### src/rtl/psg_bus_pkg.sv
// -----------------------------------------------------------------------------
// psg_bus_pkg
// Shared definitions for the AY/YM2149 bus master:
//   - {BDIR,BC1} bus codes
//   - FSM state enum
//   - 14-bit request record {wr, chip, regn, data}
//   - small max helper used to size the phase counter
// No ports (package).
// -----------------------------------------------------------------------------
package psg_bus_pkg;

    // {BDIR,BC1} codes as seen by the PSG
    localparam logic [1:0] BUS_INACT = 2'b00;
    localparam logic [1:0] BUS_READ  = 2'b01;
    localparam logic [1:0] BUS_WRITE = 2'b10;
    localparam logic [1:0] BUS_LATCH = 2'b11;

    typedef enum logic [2:0] {
        ST_IDLE,
        ST_ADDR,
        ST_GAP1,
        ST_DATA,
        ST_GAP2
    } state_e;

    // 'reg' is a keyword, so the register-number field is called regn
    typedef struct packed {
        logic       wr;
        logic       chip;
        logic [3:0] regn;
        logic [7:0] data;
    } req_t;

    function automatic int max2(input int a, input int b);
        return (a > b) ? a : b;
    endfunction

endpackage

### src/rtl/psg_bus_master_if.sv
// -----------------------------------------------------------------------------
// psg_bus_master_if
// Groups the request/response handshake and the PSG-side bus of
// psg_bus_master.
//   master modport : view of the bus master (drives REQ_READY, RSP_*, BUSY,
//                    chip selects, BDIR/BC1, DA_O/DA_OE; samples requests, DA_I)
//   slave modport  : view of the requester/PSG side (opposite directions)
// -----------------------------------------------------------------------------
interface psg_bus_master_if;

    logic       REQ_VALID;
    logic       REQ_READY;
    logic       REQ_WR;
    logic       REQ_CHIP;
    logic [3:0] REQ_REG;
    logic [7:0] REQ_DATA;
    logic       RSP_VALID;
    logic [7:0] RSP_DATA;
    logic       BUSY;
    logic       PSG0_CS;
    logic       PSG1_CS;
    logic       BDIR;
    logic       BC1;
    logic [7:0] DA_O;
    logic       DA_OE;
    logic [7:0] DA_I;

    modport master (
        input  REQ_VALID, REQ_WR, REQ_CHIP, REQ_REG, REQ_DATA, DA_I,
        output REQ_READY, RSP_VALID, RSP_DATA, BUSY,
        output PSG0_CS, PSG1_CS, BDIR, BC1, DA_O, DA_OE
    );

    modport slave (
        output REQ_VALID, REQ_WR, REQ_CHIP, REQ_REG, REQ_DATA, DA_I,
        input  REQ_READY, RSP_VALID, RSP_DATA, BUSY,
        input  PSG0_CS, PSG1_CS, BDIR, BC1, DA_O, DA_OE
    );

endinterface

### src/rtl/psg_cmd_fifo.sv
// -----------------------------------------------------------------------------
// psg_cmd_fifo
// Synchronous DEPTH x req_t request FIFO with show-ahead head output.
// Ports:
//   MCLK, RESET   clock, asynchronous active-high reset (pointers only)
//   push_i        write request (ignored when full)
//   push_data_i   record to store
//   pop_i         consume head (ignored when empty)
//   head_o        current head record
//   full_o        no free entry
//   empty_o       no stored entry
// Pointers carry one extra wrap bit to tell full from empty.
// -----------------------------------------------------------------------------
module psg_cmd_fifo
    import psg_bus_pkg::*;
#(
    parameter int DEPTH = 4
) (
    input  logic MCLK,
    input  logic RESET,
    input  logic push_i,
    input  req_t push_data_i,
    input  logic pop_i,
    output req_t head_o,
    output logic full_o,
    output logic empty_o
);

    localparam int AW = $clog2(DEPTH);

    req_t          mem_q [DEPTH];
    logic [AW:0]   wr_ptr_q;
    logic [AW:0]   rd_ptr_q;
    logic          do_push;
    logic          do_pop;

    assign empty_o = (wr_ptr_q == rd_ptr_q);
    assign full_o  = (wr_ptr_q[AW] != rd_ptr_q[AW]) &&
                     (wr_ptr_q[AW-1:0] == rd_ptr_q[AW-1:0]);
    assign do_push = push_i && !full_o;
    assign do_pop  = pop_i && !empty_o;
    assign head_o  = mem_q[rd_ptr_q[AW-1:0]];

    // NOTE: storage is deliberately not reset; the empty flag guarantees a
    // stale entry is never consumed, and skipping reset keeps it plain RAM.
    always_ff @(posedge MCLK) begin
        if (do_push) begin
            mem_q[wr_ptr_q[AW-1:0]] <= push_data_i;
        end
    end

    // NOTE: sequential state uses non-blocking assignments so every flop
    // samples pre-edge values regardless of process ordering.
    always_ff @(posedge MCLK or posedge RESET) begin
        if (RESET) begin
            wr_ptr_q <= '0;
            rd_ptr_q <= '0;
        end else begin
            if (do_push) wr_ptr_q <= wr_ptr_q + (AW+1)'(1);
            if (do_pop)  rd_ptr_q <= rd_ptr_q + (AW+1)'(1);
        end
    end

endmodule

### src/rtl/psg_bus_master.sv
// -----------------------------------------------------------------------------
// psg_bus_master
// Initiator for the AY/YM2149 BDIR/BC1 bus. Queued register requests are run
// as ADDR -> GAP1 -> DATA -> GAP2 bus cycles to PSG 0 or PSG 1.
// Ports:
//   MCLK   system clock
//   RESET  asynchronous active-high reset
//   bus    psg_bus_master_if.master: request handshake (REQ_*), read response
//          (RSP_*), BUSY, chip selects, BDIR/BC1, DA_O/DA_OE/DA_I
// Optional feature: PSG_READBACK_EN
//   defined   - read requests run a read DATA phase and return RSP_DATA
//   undefined - every request runs as a write, RSP_* tied low, DA_I unused
// All bus outputs are registered and derived from the next state, so they
// change exactly on state boundaries.
// -----------------------------------------------------------------------------
module psg_bus_master
    import psg_bus_pkg::*;
#(
    parameter int DEPTH      = 4,
    parameter int STROBE_CYC = 8,
    parameter int GAP_CYC    = 2
) (
    input  logic                 MCLK,
    input  logic                 RESET,
    psg_bus_master_if.master     bus
);

    localparam int              CW        = $clog2(max2(STROBE_CYC, GAP_CYC) + 1);
    localparam logic [CW-1:0]   STROBE_LD = CW'(STROBE_CYC - 1);
    localparam logic [CW-1:0]   GAP_LD    = CW'(GAP_CYC - 1);

    state_e        state_q, state_d;
    logic [CW-1:0] cnt_q, cnt_d;
    req_t          work_q, work_d;
    req_t          push_req;
    req_t          head;
    logic          fifo_full, fifo_empty, pop;
    logic          rd_sel;

    logic [1:0]    code_q, code_d;
    logic          cs0_q, cs0_d, cs1_q, cs1_d;
    logic          oe_q, oe_d;
    logic [7:0]    da_q, da_d;

    assign push_req = '{wr: bus.REQ_WR, chip: bus.REQ_CHIP,
                        regn: bus.REQ_REG, data: bus.REQ_DATA};

    psg_cmd_fifo #(.DEPTH(DEPTH)) u_fifo (
        .MCLK        (MCLK),
        .RESET       (RESET),
        .push_i      (bus.REQ_VALID),
        .push_data_i (push_req),
        .pop_i       (pop),
        .head_o      (head),
        .full_o      (fifo_full),
        .empty_o     (fifo_empty)
    );

`ifdef PSG_READBACK_EN
    assign rd_sel = !work_d.wr;
`else
    assign rd_sel = 1'b0;
`endif

    // NOTE: every always_comb output gets a default first, so no path can
    // leave a variable unassigned and infer a latch.
    always_comb begin
        state_d = state_q;
        cnt_d   = cnt_q;
        work_d  = work_q;
        pop     = 1'b0;
        unique case (state_q)
            ST_IDLE: if (!fifo_empty) begin
                pop     = 1'b1;
                work_d  = head;
                state_d = ST_ADDR;
                cnt_d   = STROBE_LD;
            end
            ST_ADDR: if (cnt_q == '0) begin
                state_d = ST_GAP1;
                cnt_d   = GAP_LD;
            end else cnt_d = cnt_q - CW'(1);
            ST_GAP1: if (cnt_q == '0) begin
                state_d = ST_DATA;
                cnt_d   = STROBE_LD;
            end else cnt_d = cnt_q - CW'(1);
            ST_DATA: if (cnt_q == '0) begin
                state_d = ST_GAP2;
                cnt_d   = GAP_LD;
            end else cnt_d = cnt_q - CW'(1);
            ST_GAP2: if (cnt_q == '0) begin
                state_d = ST_IDLE;
            end else cnt_d = cnt_q - CW'(1);
            default: state_d = ST_IDLE;
        endcase
    end

    // Bus drive for the cycle after this edge, decoded from the next state
    always_comb begin
        code_d = BUS_INACT;
        cs0_d  = 1'b0;
        cs1_d  = 1'b0;
        oe_d   = 1'b0;
        da_d   = 8'h00;
        unique case (state_d)
            ST_ADDR: begin
                code_d = BUS_LATCH;
                oe_d   = 1'b1;
                da_d   = {4'h0, work_d.regn};
                cs0_d  = !work_d.chip;
                cs1_d  = work_d.chip;
            end
            ST_DATA: begin
                cs0_d = !work_d.chip;
                cs1_d = work_d.chip;
                if (rd_sel) begin
                    code_d = BUS_READ;
                end else begin
                    code_d = BUS_WRITE;
                    oe_d   = 1'b1;
                    da_d   = work_d.data;
                end
            end
            default: ;
        endcase
    end

    always_ff @(posedge MCLK or posedge RESET) begin
        if (RESET) begin
            state_q <= ST_IDLE;
            cnt_q   <= '0;
            work_q  <= '0;
            code_q  <= BUS_INACT;
            cs0_q   <= 1'b0;
            cs1_q   <= 1'b0;
            oe_q    <= 1'b0;
            da_q    <= 8'h00;
        end else begin
            state_q <= state_d;
            cnt_q   <= cnt_d;
            work_q  <= work_d;
            code_q  <= code_d;
            cs0_q   <= cs0_d;
            cs1_q   <= cs1_d;
            oe_q    <= oe_d;
            da_q    <= da_d;
        end
    end

`ifdef PSG_READBACK_EN
    logic       rsp_valid_q;
    logic [7:0] rsp_data_q;
    logic       sample_rd;

    // DA_I is captured on the last cycle of the read strobe; the pulse
    // then lands on the first GAP2 cycle.
    assign sample_rd = (state_q == ST_DATA) && (cnt_q == '0) && !work_q.wr;

    always_ff @(posedge MCLK or posedge RESET) begin
        if (RESET) begin
            rsp_valid_q <= 1'b0;
            rsp_data_q  <= 8'h00;
        end else begin
            rsp_valid_q <= sample_rd;
            if (sample_rd) rsp_data_q <= bus.DA_I;
        end
    end

    assign bus.RSP_VALID = rsp_valid_q;
    assign bus.RSP_DATA  = rsp_data_q;
`else
    assign bus.RSP_VALID = 1'b0;
    assign bus.RSP_DATA  = 8'h00;
`endif

    assign bus.REQ_READY = !fifo_full;
    assign bus.BUSY      = !fifo_empty || (state_q != ST_IDLE);
    assign bus.BDIR      = code_q[1];
    assign bus.BC1       = code_q[0];
    assign bus.PSG0_CS   = cs0_q;
    assign bus.PSG1_CS   = cs1_q;
    assign bus.DA_OE     = oe_q;
    assign bus.DA_O      = da_q;

endmodule
### src/flat_wrapper.sv
// flat-port wrapper written by rule: the top's interface ports become plain ports
module psg_bus_master_flat import psg_bus_pkg::*;
#(
    parameter int DEPTH      = 4,
    parameter int STROBE_CYC = 8,
    parameter int GAP_CYC    = 2
)
  (MCLK, RESET, bus_REQ_VALID, bus_REQ_WR, bus_REQ_CHIP, bus_REQ_REG, bus_REQ_DATA, bus_DA_I, bus_REQ_READY, bus_RSP_VALID, bus_RSP_DATA, bus_BUSY, bus_PSG0_CS, bus_PSG1_CS, bus_BDIR, bus_BC1, bus_DA_O, bus_DA_OE);
  psg_bus_master_if bus_i ();
  input  logic MCLK;
  input  logic RESET;
  input wire logic [$bits(bus_i.REQ_VALID)-1:0] bus_REQ_VALID;
  input wire logic [$bits(bus_i.REQ_WR)-1:0] bus_REQ_WR;
  input wire logic [$bits(bus_i.REQ_CHIP)-1:0] bus_REQ_CHIP;
  input wire logic [$bits(bus_i.REQ_REG)-1:0] bus_REQ_REG;
  input wire logic [$bits(bus_i.REQ_DATA)-1:0] bus_REQ_DATA;
  input wire logic [$bits(bus_i.DA_I)-1:0] bus_DA_I;
  output wire logic [$bits(bus_i.REQ_READY)-1:0] bus_REQ_READY;
  output wire logic [$bits(bus_i.RSP_VALID)-1:0] bus_RSP_VALID;
  output wire logic [$bits(bus_i.RSP_DATA)-1:0] bus_RSP_DATA;
  output wire logic [$bits(bus_i.BUSY)-1:0] bus_BUSY;
  output wire logic [$bits(bus_i.PSG0_CS)-1:0] bus_PSG0_CS;
  output wire logic [$bits(bus_i.PSG1_CS)-1:0] bus_PSG1_CS;
  output wire logic [$bits(bus_i.BDIR)-1:0] bus_BDIR;
  output wire logic [$bits(bus_i.BC1)-1:0] bus_BC1;
  output wire logic [$bits(bus_i.DA_O)-1:0] bus_DA_O;
  output wire logic [$bits(bus_i.DA_OE)-1:0] bus_DA_OE;
  assign bus_i.REQ_VALID = bus_REQ_VALID;
  assign bus_i.REQ_WR = bus_REQ_WR;
  assign bus_i.REQ_CHIP = bus_REQ_CHIP;
  assign bus_i.REQ_REG = bus_REQ_REG;
  assign bus_i.REQ_DATA = bus_REQ_DATA;
  assign bus_i.DA_I = bus_DA_I;
  assign bus_REQ_READY = bus_i.REQ_READY;
  assign bus_RSP_VALID = bus_i.RSP_VALID;
  assign bus_RSP_DATA = bus_i.RSP_DATA;
  assign bus_BUSY = bus_i.BUSY;
  assign bus_PSG0_CS = bus_i.PSG0_CS;
  assign bus_PSG1_CS = bus_i.PSG1_CS;
  assign bus_BDIR = bus_i.BDIR;
  assign bus_BC1 = bus_i.BC1;
  assign bus_DA_O = bus_i.DA_O;
  assign bus_DA_OE = bus_i.DA_OE;
  psg_bus_master #(.DEPTH(DEPTH), .STROBE_CYC(STROBE_CYC), .GAP_CYC(GAP_CYC)) u_core (.MCLK(MCLK), .RESET(RESET), .bus(bus_i));
endmodule
### config.mk
export PLATFORM = sky130hd
export DESIGN_NAME = psg_bus_master_flat
export DESIGN_NICKNAME = d
export VERILOG_FILES = /design/src/rtl/psg_bus_pkg.sv /design/src/rtl/psg_bus_master_if.sv /design/src/rtl/psg_cmd_fifo.sv /design/src/rtl/psg_bus_master.sv /design/src/flat_wrapper.sv
export SDC_FILE = /design/constraint.sdc
export NUM_CORES = 1
export LEC_CHECK = 0
export CELL_PAD_IN_SITES_DETAIL_PLACEMENT = 1
export CELL_PAD_IN_SITES_GLOBAL_PLACEMENT = 1
export CORE_ASPECT_RATIO = 1.75
export CORE_MARGIN = 4
export CORE_UTILIZATION = 37
export DETAILED_ROUTE_END_ITERATION = 10
export PLACE_DENSITY_LB_ADDON = 0.2
export SETUP_SLACK_MARGIN = 0.15
export SLEW_MARGIN = 0
export SYNTH_ARGS = -nofsm -noshare
export SYNTH_HDL_FRONTEND = slang
export SYNTH_SLANG_ARGS = --single-unit
### constraint.sdc
create_clock -name MCLK -period 1.8 [get_ports MCLK]
set_input_delay 0.36 -clock MCLK [delete_from_list [all_inputs] [get_ports MCLK]]
set_output_delay 0.36 -clock MCLK [all_outputs]
set_load 0.005 [all_outputs]
==> results of run 1 <==
## cells by family (layout without fill, tap and decap cells)
kind of cell | after synthesis | count (layout) | synth area share
other cells | 1 | 9 | 0.000999
simple gates | 46 | 50 | 0.0727
xor+xnor | 9 | 9 | 0.0250
mux | 24 | 24 | 0.112
buf+inv | 28 | 108 | 0.0437
fa+ha+maj | 7 | 7 | 0.0227
compound gates | 25 | 25 | 0.0537
flops | 90 | 90 | 0.670
## stage by stage
| stage | cells | area, sq um | TNS [ps] | power (mW) | util |
|---|---|---|---|---|---|
| final | 447 | 5140 | -419 | 9.80 | 0.518 |
| after global routing | 447 | 5140 | -1330 | 10.4 | 0.518 |
| after CTS | 442 | 4990 | -461 | 9.46 | 0.503 |
| after detailed placement | 408 | 4400 | -4060 | 6.78 | 0.444 |
| after global placement | 408 | 4400 | -3140 | 6.66 | 0.444 |
| after floorplan | 238 | 3800 | 0 | 5.30 | - |
## layout make-up
class,instances,area share
Sequential cell,90,0.489
Multi-Input combinational cell,124,0.262
Clock buffer,9,0.0438
Timing Repair Buffer,83,0.156
Clock inverter,7,0.0119
Tap cell,125,0.0304
Inverter,9,0.00658
## layer usage
metal | part of all wire | vias up | routed length [microns] | global-route usage
met1 | 0.36 | 1160 | 3040 | 0.155
met2 | 0.59 | 40 | 4960 | 0.286
met4 | 0.018 | 0 | 154 | 0.0585
met3 | 0.034 | 9 | 291 | 0.0363
met5 | 0 | - | 0 | 0
li1 | - | 1026 | - | -
## registers in the layout (all words and copies together) (netlist names)
signal,flops
u_core.bus.PSG1_CS,1
u_core.u_fifo.rd_ptr_q,3
u_core.work_q,13
u_core.cnt_q,4
u_core.u_fifo.wr_ptr_q,3
u_core.code_q,2
u_core.state_q,3
u_core.bus.PSG0_CS,1
u_core.bus.DA_O,8
u_core.u_fifo.mem_q,52
## what timing repair did
action	4_1_cts	5_1_grt
gates resized for setup	51	28
endpoints found under the setup margin	84	85
setup buffers	13	5
gates cloned	5	0
pin swaps	14	14
## final timing paths
path | start | to | slack [ps] | cells past startpoint
worst max-delay path | u_core.state_q[0] | bus_BUSY | -60 | 3
worst min-delay path | RESET | u_core.work_q[0] | 380 | 3
max in group asynchronous | RESET | u_core.u_fifo.rd_ptr_q[0] | 1210 | 3
worst max register to register | u_core.u_fifo.rd_ptr_q[0] | u_core.bus.DA_O[1] | -60 | 8
worst min register to register | u_core.work_q[10] | u_core.work_q[10] | 490 | 1
min in group MCLK | u_core.work_q[10] | u_core.work_q[10] | 490 | 1
## power breakdown
| group | switching [mW] | total [mW] | internal [mW] |
|---|---|---|---|
| clock | 0.850 | 1.81 | 0.965 |
| sequential | 0.265 | 3.18 | 2.91 |
| combinational | 2.07 | 4.80 | 2.73 |
| total | 3.19 | 9.80 | 6.61 |
## worst min-delay path, stage by stage
cell             delay [ps]
clkdlybuf4s50_1         400
inv_1                    90
buf_12                  230
## cell usage in the layout (no fill, tap or decap), drive strengths merged, types with 2 or more instances in the layout
| cell type | count |
|---|---|
| xor2 | 4 |
| mux2 | 10 |
| mux4 | 13 |
| inv | 13 |
| clkdlybuf4s50 | 28 |
| nor2b | 2 |
| nand2 | 6 |
| buf | 55 |
| nor3 | 2 |
| edfxtp | 52 |
| conb | 9 |
| nand4 | 2 |
| a221o | 4 |
| nand3 | 5 |
| clkbuf | 9 |
| clkinv | 2 |
| o21ai | 4 |
| a21o | 4 |
| a211oi | 2 |
| ha | 6 |
| a31oi | 5 |
| xnor2 | 5 |
| and2 | 18 |
| dfrtp | 38 |
| nor2 | 5 |
==> run summary, run 1 <==
Status -> complete, but fails checks
Failing checks -> setup timing
Remaining Overflow, GRT -> 0
Synth Cell Area -> 0.00375 sq mm
Post-DR wirelength/cell -> 18.9 microns
Synth area leaders -> edfxtp_1, dfrtp_1, mux4_2
Worst hold slack -> 376 ps
Via count -> 2,235
Main synth FF type -> edfxtp_1
Core Area -> 0.00991 sq mm
CTS H-tree lvls -> 3
DRC violations left -> 0
Buffers plus inverters on the worst setup path -> 1
Antenna violations before repair -> 0
Slowest CP cell -> or3_4
Post-synthesis async set-or-reset flop share -> 0.422
Leakage power total -> 2.06 nW
Post-DP HPWL -> 5200 microns
Area of the multi-input gates -> 0.00134 sq mm
# setup viols final -> 15
Setup CP Type -> flop to primary output
Ports -> 49
Routed Antenna Nets -> 0
Initial Util -> 0.379
Clock buffer depth -> 2
Min cycle time layout -> 1860 ps
Max Cap Violations -> 0
CTS root buf -> clkbuf_16
Critical Path AT -> 1500 ps
Synth top area share -> 0.416
CTS Hold Bufs -> 0
Final-report max-slew violation count -> 0
Drt first-iter violations -> 74
Placer Congestion -> 0.757
Post-synth top cells -> edfxtp_1, dfrtp_1, and2_1, mux4_2, buf_4
Max Fclk -> 538 MHz
Storage cell area -> 0.00251 sq mm
Input/output buffers -> 30
Final Worst Setup Slack -> -59.1 ps
# fillers -> 961
GRT Resource Usage Total -> 0.150
CTS tree -> done
DP Worst Slack -> -133 ps
Routed wire length -> 8450 microns
Peak supply drop -> 0.888 mV
Crit-path max cell delay -> 400 ps
Hold Path Class -> input pin to asynchronous set/reset pin
Top-count cell post-synth -> edfxtp_1
Yosys warnings -> 0
DR vias/cell -> 5.00
Seq cells post-synth -> 90
Reg clk slew, reported paths -> 70 ps
Number of buffers created by CTS -> 9
Post-synth EDFFs -> 52
Worst clock skew -> 5.92 ps
Max FO, Critical Path -> 3
Syn Area/Cell -> 16.3 sq um
Top cell type by total area after synthesis -> edfxtp_1
Final number of hold-violating endpoints -> 0
RSZ-0062 raised after global routing -> true
CTS Sinks -> 90
Ordered list of cells on the worst path -> or3_4, or2_4, buf_6
Rows -> 48
Vias in the first global route -> 2,434
CP Data Required Time -> 1440 ps
Die height -> 141 microns
First-pass DRT Iterations -> 4
Pin count of the biggest net entering global routing -> 39
Crit share post-route -> 1.03
Family with the most delay on the worst path -> simple AND/OR/NAND/NOR gates
Worst Setup Start Kind -> flop
Latest clock arrival within the worst-skew pair -> 350 ps
Cells after Synth -> 230
Ant diodes -> 0
DIE WIDTH -> 84.1 microns
Die area -> 0.0119 sq mm
Nets@finish -> 348
Share of layout cells above drive strength 1 -> 0.425
Seq/Total Area, Yosys -> 0.670
Layout Area Growth over Synthesis -> 36.9%
Pwr/cell area -> 1910 mW/mm^2
CP endpoint kind -> primary output
Post-synth cell types -> 47
First-pass GRT wire length -> 13,200 microns
No activity file was read; power rests on OpenSTA's default activity.
==> run 2: changes to the inputs <==
clock period = 2.3 ns   (was 1.8 ns; I/O delays follow)
==> run summary, run 2 (synthesis gave the netlist of run 1 again) <==
CTS Hold Bufs -> 0 (unchanged)
Crit Reg-Reg Endpoint -> u_core.work_q[1]
WP depth -> 4 (+1)
RSZ-0062 raised after global routing -> false
Routed Antenna Nets -> 0 (unchanged)
Crit-path max cell delay -> 450 ps (+50 ps)
Max FO, Critical Path -> 3 (unchanged)
Crit path to -> bus_BUSY
Pin count of the biggest net entering global routing -> 39 (unchanged)
Nets@finish -> 318 (-8.6%)
Family with the most delay on the worst path -> flip-flops
Power, Total -> 6.55 mW (-33%)
CTS H-tree lvls -> 3 (unchanged)
Fin util -> 0.470 (-0.0485)
Setup CP Type -> flop to primary output
Worst Setup Start Kind -> flop
Die height -> 141 microns (unchanged)
Rows -> 48 (unchanged)
Remaining Overflow, GRT -> 0 (unchanged)
Initial Util -> 0.379 (unchanged)
Via count -> 2,044 (-8.5%)
Number of buffers created by CTS -> 9 (unchanged)
Ant diodes -> 0 (unchanged)
Min cycle time layout -> 2100 ps
Clock buffer depth -> 2 (unchanged)
CTS root buf -> clkbuf_16
CP Data Required Time -> 1840 ps (+400 ps)
Worst hold slack -> 482 ps (+106 ps)
Input/output buffers -> 30 (unchanged)
Largest register FFs -> 52 (unchanged)
R2R depth -> 5 (-3)
DIE WIDTH -> 84.1 microns (unchanged)
Most frequent cells in the layout -> edfxtp_1, dfrtp_1, clkdlybuf4s50_1
Crit path from -> u_core.u_fifo.rd_ptr_q[2]
Reg2reg setup slack -> 380 ps (+440 ps)
Hold Path Class -> flop to flop
First-pass GRT wire length -> 11,700 microns (-12%)
Post-route insts no fill -> 417 (-6.7%)
GRT Resource Usage Total -> 0.130 (-0.0201)
Crit share post-route -> 0.912
Placement Cell Area -> 0.00432 sq mm (-1.9%)
Critical Path AT -> 1640 ps (+140 ps)
# setup viols final -> 0 (-15)
Antenna violations before repair -> 0 (unchanged)
Most common cell after layout, fill and taps aside -> edfxtp_1
CP endpoint kind -> primary output
Core Area -> 0.00991 sq mm (unchanged)
DR vias/cell -> 4.90 (-2.0%)
Final Worst Setup Slack -> 201 ps (+261 ps)
Drt first-iter violations -> 50 (-32%)
Cell Count Post-Placement -> 395 (-3.2%)
Ports -> 49 (unchanged)
First-pass DRT Iterations -> 4 (unchanged)
Placer Congestion -> 0.766 (+1.2%)
CTS Sinks -> 90 (unchanged)
Post-route cell area -> 0.00466 sq mm (-9.4%)
Post-DR wirelength/cell -> 17.1 microns (-9.6%)
Routed wire length -> 7120 microns (-16%)
Post-DP HPWL -> 5040 microns (-3.0%)
DRC violations left -> 0 (unchanged)
TNS Setup -> 0 ps (+419 ps)
Latest clock arrival within the worst-skew pair -> 340 ps (about the same)
Final-report max-slew violation count -> 0 (unchanged)
Worst clock skew -> 5.19 ps (-0.727 ps)
Buffers plus inverters on the worst setup path -> 1 (unchanged)
DP Worst Slack -> 244 ps (+377 ps)
Max Fclk -> 477 MHz
Pwr/cell area -> 1410 mW/mm^2 (-26%)
Share of layout cells above drive strength 1 -> 0.257 (-0.169)
Max Cap Violations -> 0 (unchanged)
Status -> finished clean
Peak supply drop -> 0.696 mV (-22%)
Reg clk slew, reported paths -> 60 ps (about the same)
Ordered list of cells on the worst path -> xnor2_2, nand3_2, or2_4, dlygate4sd2_1
Slowest CP cell -> dfrtp_2
Layout Area Growth over Synthesis -> 24.1%
R2r startpoint -> u_core.state_q[0]
Vias in the first global route -> 2,233 (-8.3%)
Leakage power total -> 1.80 nW (-13%)
Final number of hold-violating endpoints -> 0 (unchanged)
CTS tree -> done
Die area -> 0.0119 sq mm (unchanged)
[run 2: changes by cell type in the layout (fill, tap and decap cells not counted), moves of 3 or more]
cell	delta
and2_4	-17
buf_6	-14
and2_1	+13
buf_4	-12
mux2_2	+9
mux2_4	-9
inv_1	+3
inv_2	-3
[run 2: worst min path at each step]
stage	start	endpoint	slack [ps]	cells past startpoint
after floorplan	u_core.work_q[10]	u_core.work_q[10]	450	1
after global placement	u_core.work_q[10]	u_core.work_q[10]	460	1
after detailed placement	u_core.work_q[10]	u_core.work_q[10]	470	1
after CTS	u_core.work_q[10]	u_core.work_q[10]	490	1
after global routing	u_core.work_q[10]	u_core.work_q[10]	510	1
final	u_core.work_q[10]	u_core.work_q[10]	480	1
[run 2: timing repair]
item	4_1_cts	5_1_grt
setup endpoints to repair	2	3
gates cloned	0	0
gates resized for setup	5	4
pin swaps	0	2
buffers inserted	2	4
[run 2: area by class of cell]
| class | count | area [sq um] |
|---|---|---|
| fillers | 981 | 5250 |
| inverters | 9 | 33.8 |
| multi-input cells | 120 | 1130 |
| clock buffers | 10 | 229 |
| flip-flops and latches | 90 | 2510 |
| clock inverters | 6 | 40.0 |
| repair buffers | 57 | 554 |
| well taps | 125 | 156 |
[run 2: where the power goes]
part / internal, mW / switching [mW] / leakage [nW]
Sequential: 2.28 / 0.238 / 0.935
Clock: 0.733 / 0.601 / 0.131
Combinational: 1.47 / 1.22 / 0.738
[run 2: routing by layer]
metal,track usage,wire [microns],up-vias,part of all wire
met2,0.240,4080,38,0.57
li1,-,-,955,-
met4,0.0534,126,0,0.018
met3,0.0333,247,9,0.035
met1,0.139,2670,1042,0.37
met5,0,0,-,0
[run 2: worst reg2reg max path: stages (launching register included)]
cell,delay (ps)
dfrtp_1,380
or3_4,380
buf_4,170
a31oi_4,260
buf_4,260
mux2_2,360
==> RTL change, RTL diff (config.mk and constraints of run 2) <==
The option `PSG_READBACK_EN` is turned on by a define.
--- a/src/rtl/psg_bus_master.sv
+++ b/src/rtl/psg_bus_master.sv
@@ -13,6 +13,8 @@
 // All bus outputs are registered and derived from the next state, so they
 // change exactly on state boundaries.
 // -----------------------------------------------------------------------------
+`define PSG_READBACK_EN
+
 module psg_bus_master
     import psg_bus_pkg::*;
 #(
Behaviour: same outputs for any inputs over 10 cycles, from zero or initial values and one cycle with RESET high; that may be too few to reach the edited logic, so the function may still have changed.
==> RTL change against run 2 <==
  * Wire length increased by 18%
  * Sequential cell count increased by 14
  * Hold slack got worse by 0.039 ns
  * Area after synthesis increased by 12%
  * Worst setup slack improved by 0.073 ns
  * First-iteration DRC count increased by 28%
  * Clock power increased by 11%
  * Power increased by 5.9%
  * Cell area increased by 14%
  * Critical endpoint is now u_core.bus.RSP_DATA[7]
==> RTL change: results (changes against run 2) <==
status=finished clean (unchanged); sequential share of the synthesized area=0.6861 (was 0.6696); largest net degree at the start of global routing=22 (was 39); Metal-1 WL=3060 µm (was 2665 µm); Lkg Pwr=2.077 nW (was 1.804 nW); drt initial violations=64 (was 50); met1 Resource Use GR=0.1528 (was 0.1386); first-pass GRT wire length=13800 µm (was 11660 µm); metal2 WL=4881 µm (was 4081 µm); DPL Wire Length=6103 µm (was 5042 µm); M2 GR Usage=0.2605 (was 0.2402); power share of the clock group=0.212 (was 0.204); mux contribution to synthesized area=0.1266 (was 0.1117); Post-layout nets=357 (was 318); Synth area leaders=edfxtp_1 40%, dfrtp_1 29%, mux4_2 7.5%, mux2_2 4.6%, ha_1 2.1% (was edfxtp_1 42%, dfrtp_1 25%, mux4_2 7.8%, mux2_2 2.7%, and2_1 2.3%); number of port buffers=48 (was 30); top cells by count, synth=56 x edfxtp_1, 48 x dfrtp_1, 17 x mux2_2 (was 52 x edfxtp_1, 38 x dfrtp_1, 14 x and2_1); slowest cell delay on critical path=0.41 ns (was 0.45 ns); Synth Area in Compound Gates=0.06164 (was 0.05368); Yosys cell types=44 (was 47); crit path max fanout=9 (was 3); critical path data arrival time=2.25 ns (was 1.64 ns); M3 GR Usage=0.02709 (was 0.03333); flip-flop count of the largest register after layout=56 (was 52); gpl congestion=0.7549 (was 0.7657); clk_skew=0.008573 ns (was 0.005195 ns); met3 wire len=289 µm (was 247 µm); Max IR drop VDD=606.3 µV (was 695.6 µV)
## RTL change: cell count changes after synthesis, moves of 3 or more
| cell | change |
|---|---|
| mux2_2 | +8 |
| xnor2_1 | +4 |
| edfxtp_1 | +4 |
| o211ai_1 | +3 |
| and2_1 | -5 |
| and2_2 | +3 |
| nand2_1 | +4 |
| dfrtp_1 | +10 |
| buf_4 | -9 |
## RTL change: timing repair
item | CTS | global route
setup endpoints to repair | 2 | 13
resized for setup | 5 | 3
buffers inserted | 7 | 0
hold buffers | 0 | 0
pin swaps | 3 | 1
## RTL change: through the flow
stage	setup slack (ns)	instance area [µm²]	std cells	power, mW	hold WS [ns]
final	0.2743	5325	462	6.934	0.4436
after detailed placement	0.1980	4947	439	5.402	0.4723
after CTS	0.1601	5314	462	7.039	0.4453
after global routing	0.1566	5325	462	7.409	0.4695
after global placement	0.2241	4947	439	5.309	0.4596
after floorplan	0.2995	4202	248	4.389	0.4505
## RTL change: path summary, 6_finish.rpt
check / start / end / depth (start not counted)
setup / recovery: u_core.cnt_q[0] / u_core.bus.RSP_DATA[7] / 7
hold / removal: RESET / u_core.bus.DA_O[3] / 2
setup reg to reg: u_core.cnt_q[0] / u_core.bus.RSP_DATA[7] / 7
hold reg to reg: u_core.work_q[11] / u_core.work_q[11] / 1
max in group asynchronous: RESET / u_core.cnt_q[2] / 3
min in group MCLK: u_core.work_q[11] / u_core.work_q[11] / 1
## RTL change: final cells by class
cell class	count	area, µm²	area share
Sequential cell	104	2884	0.5416
Timing Repair Buffer	76	704.4	0.1323
Inverter	10	37.54	0.007049
Tap cell	132	165.2	0.03101
Clock inverter	7	71.32	0.01339
Multi-Input combinational cell	124	1237	0.2324
Clock buffer	9	225.2	0.04229
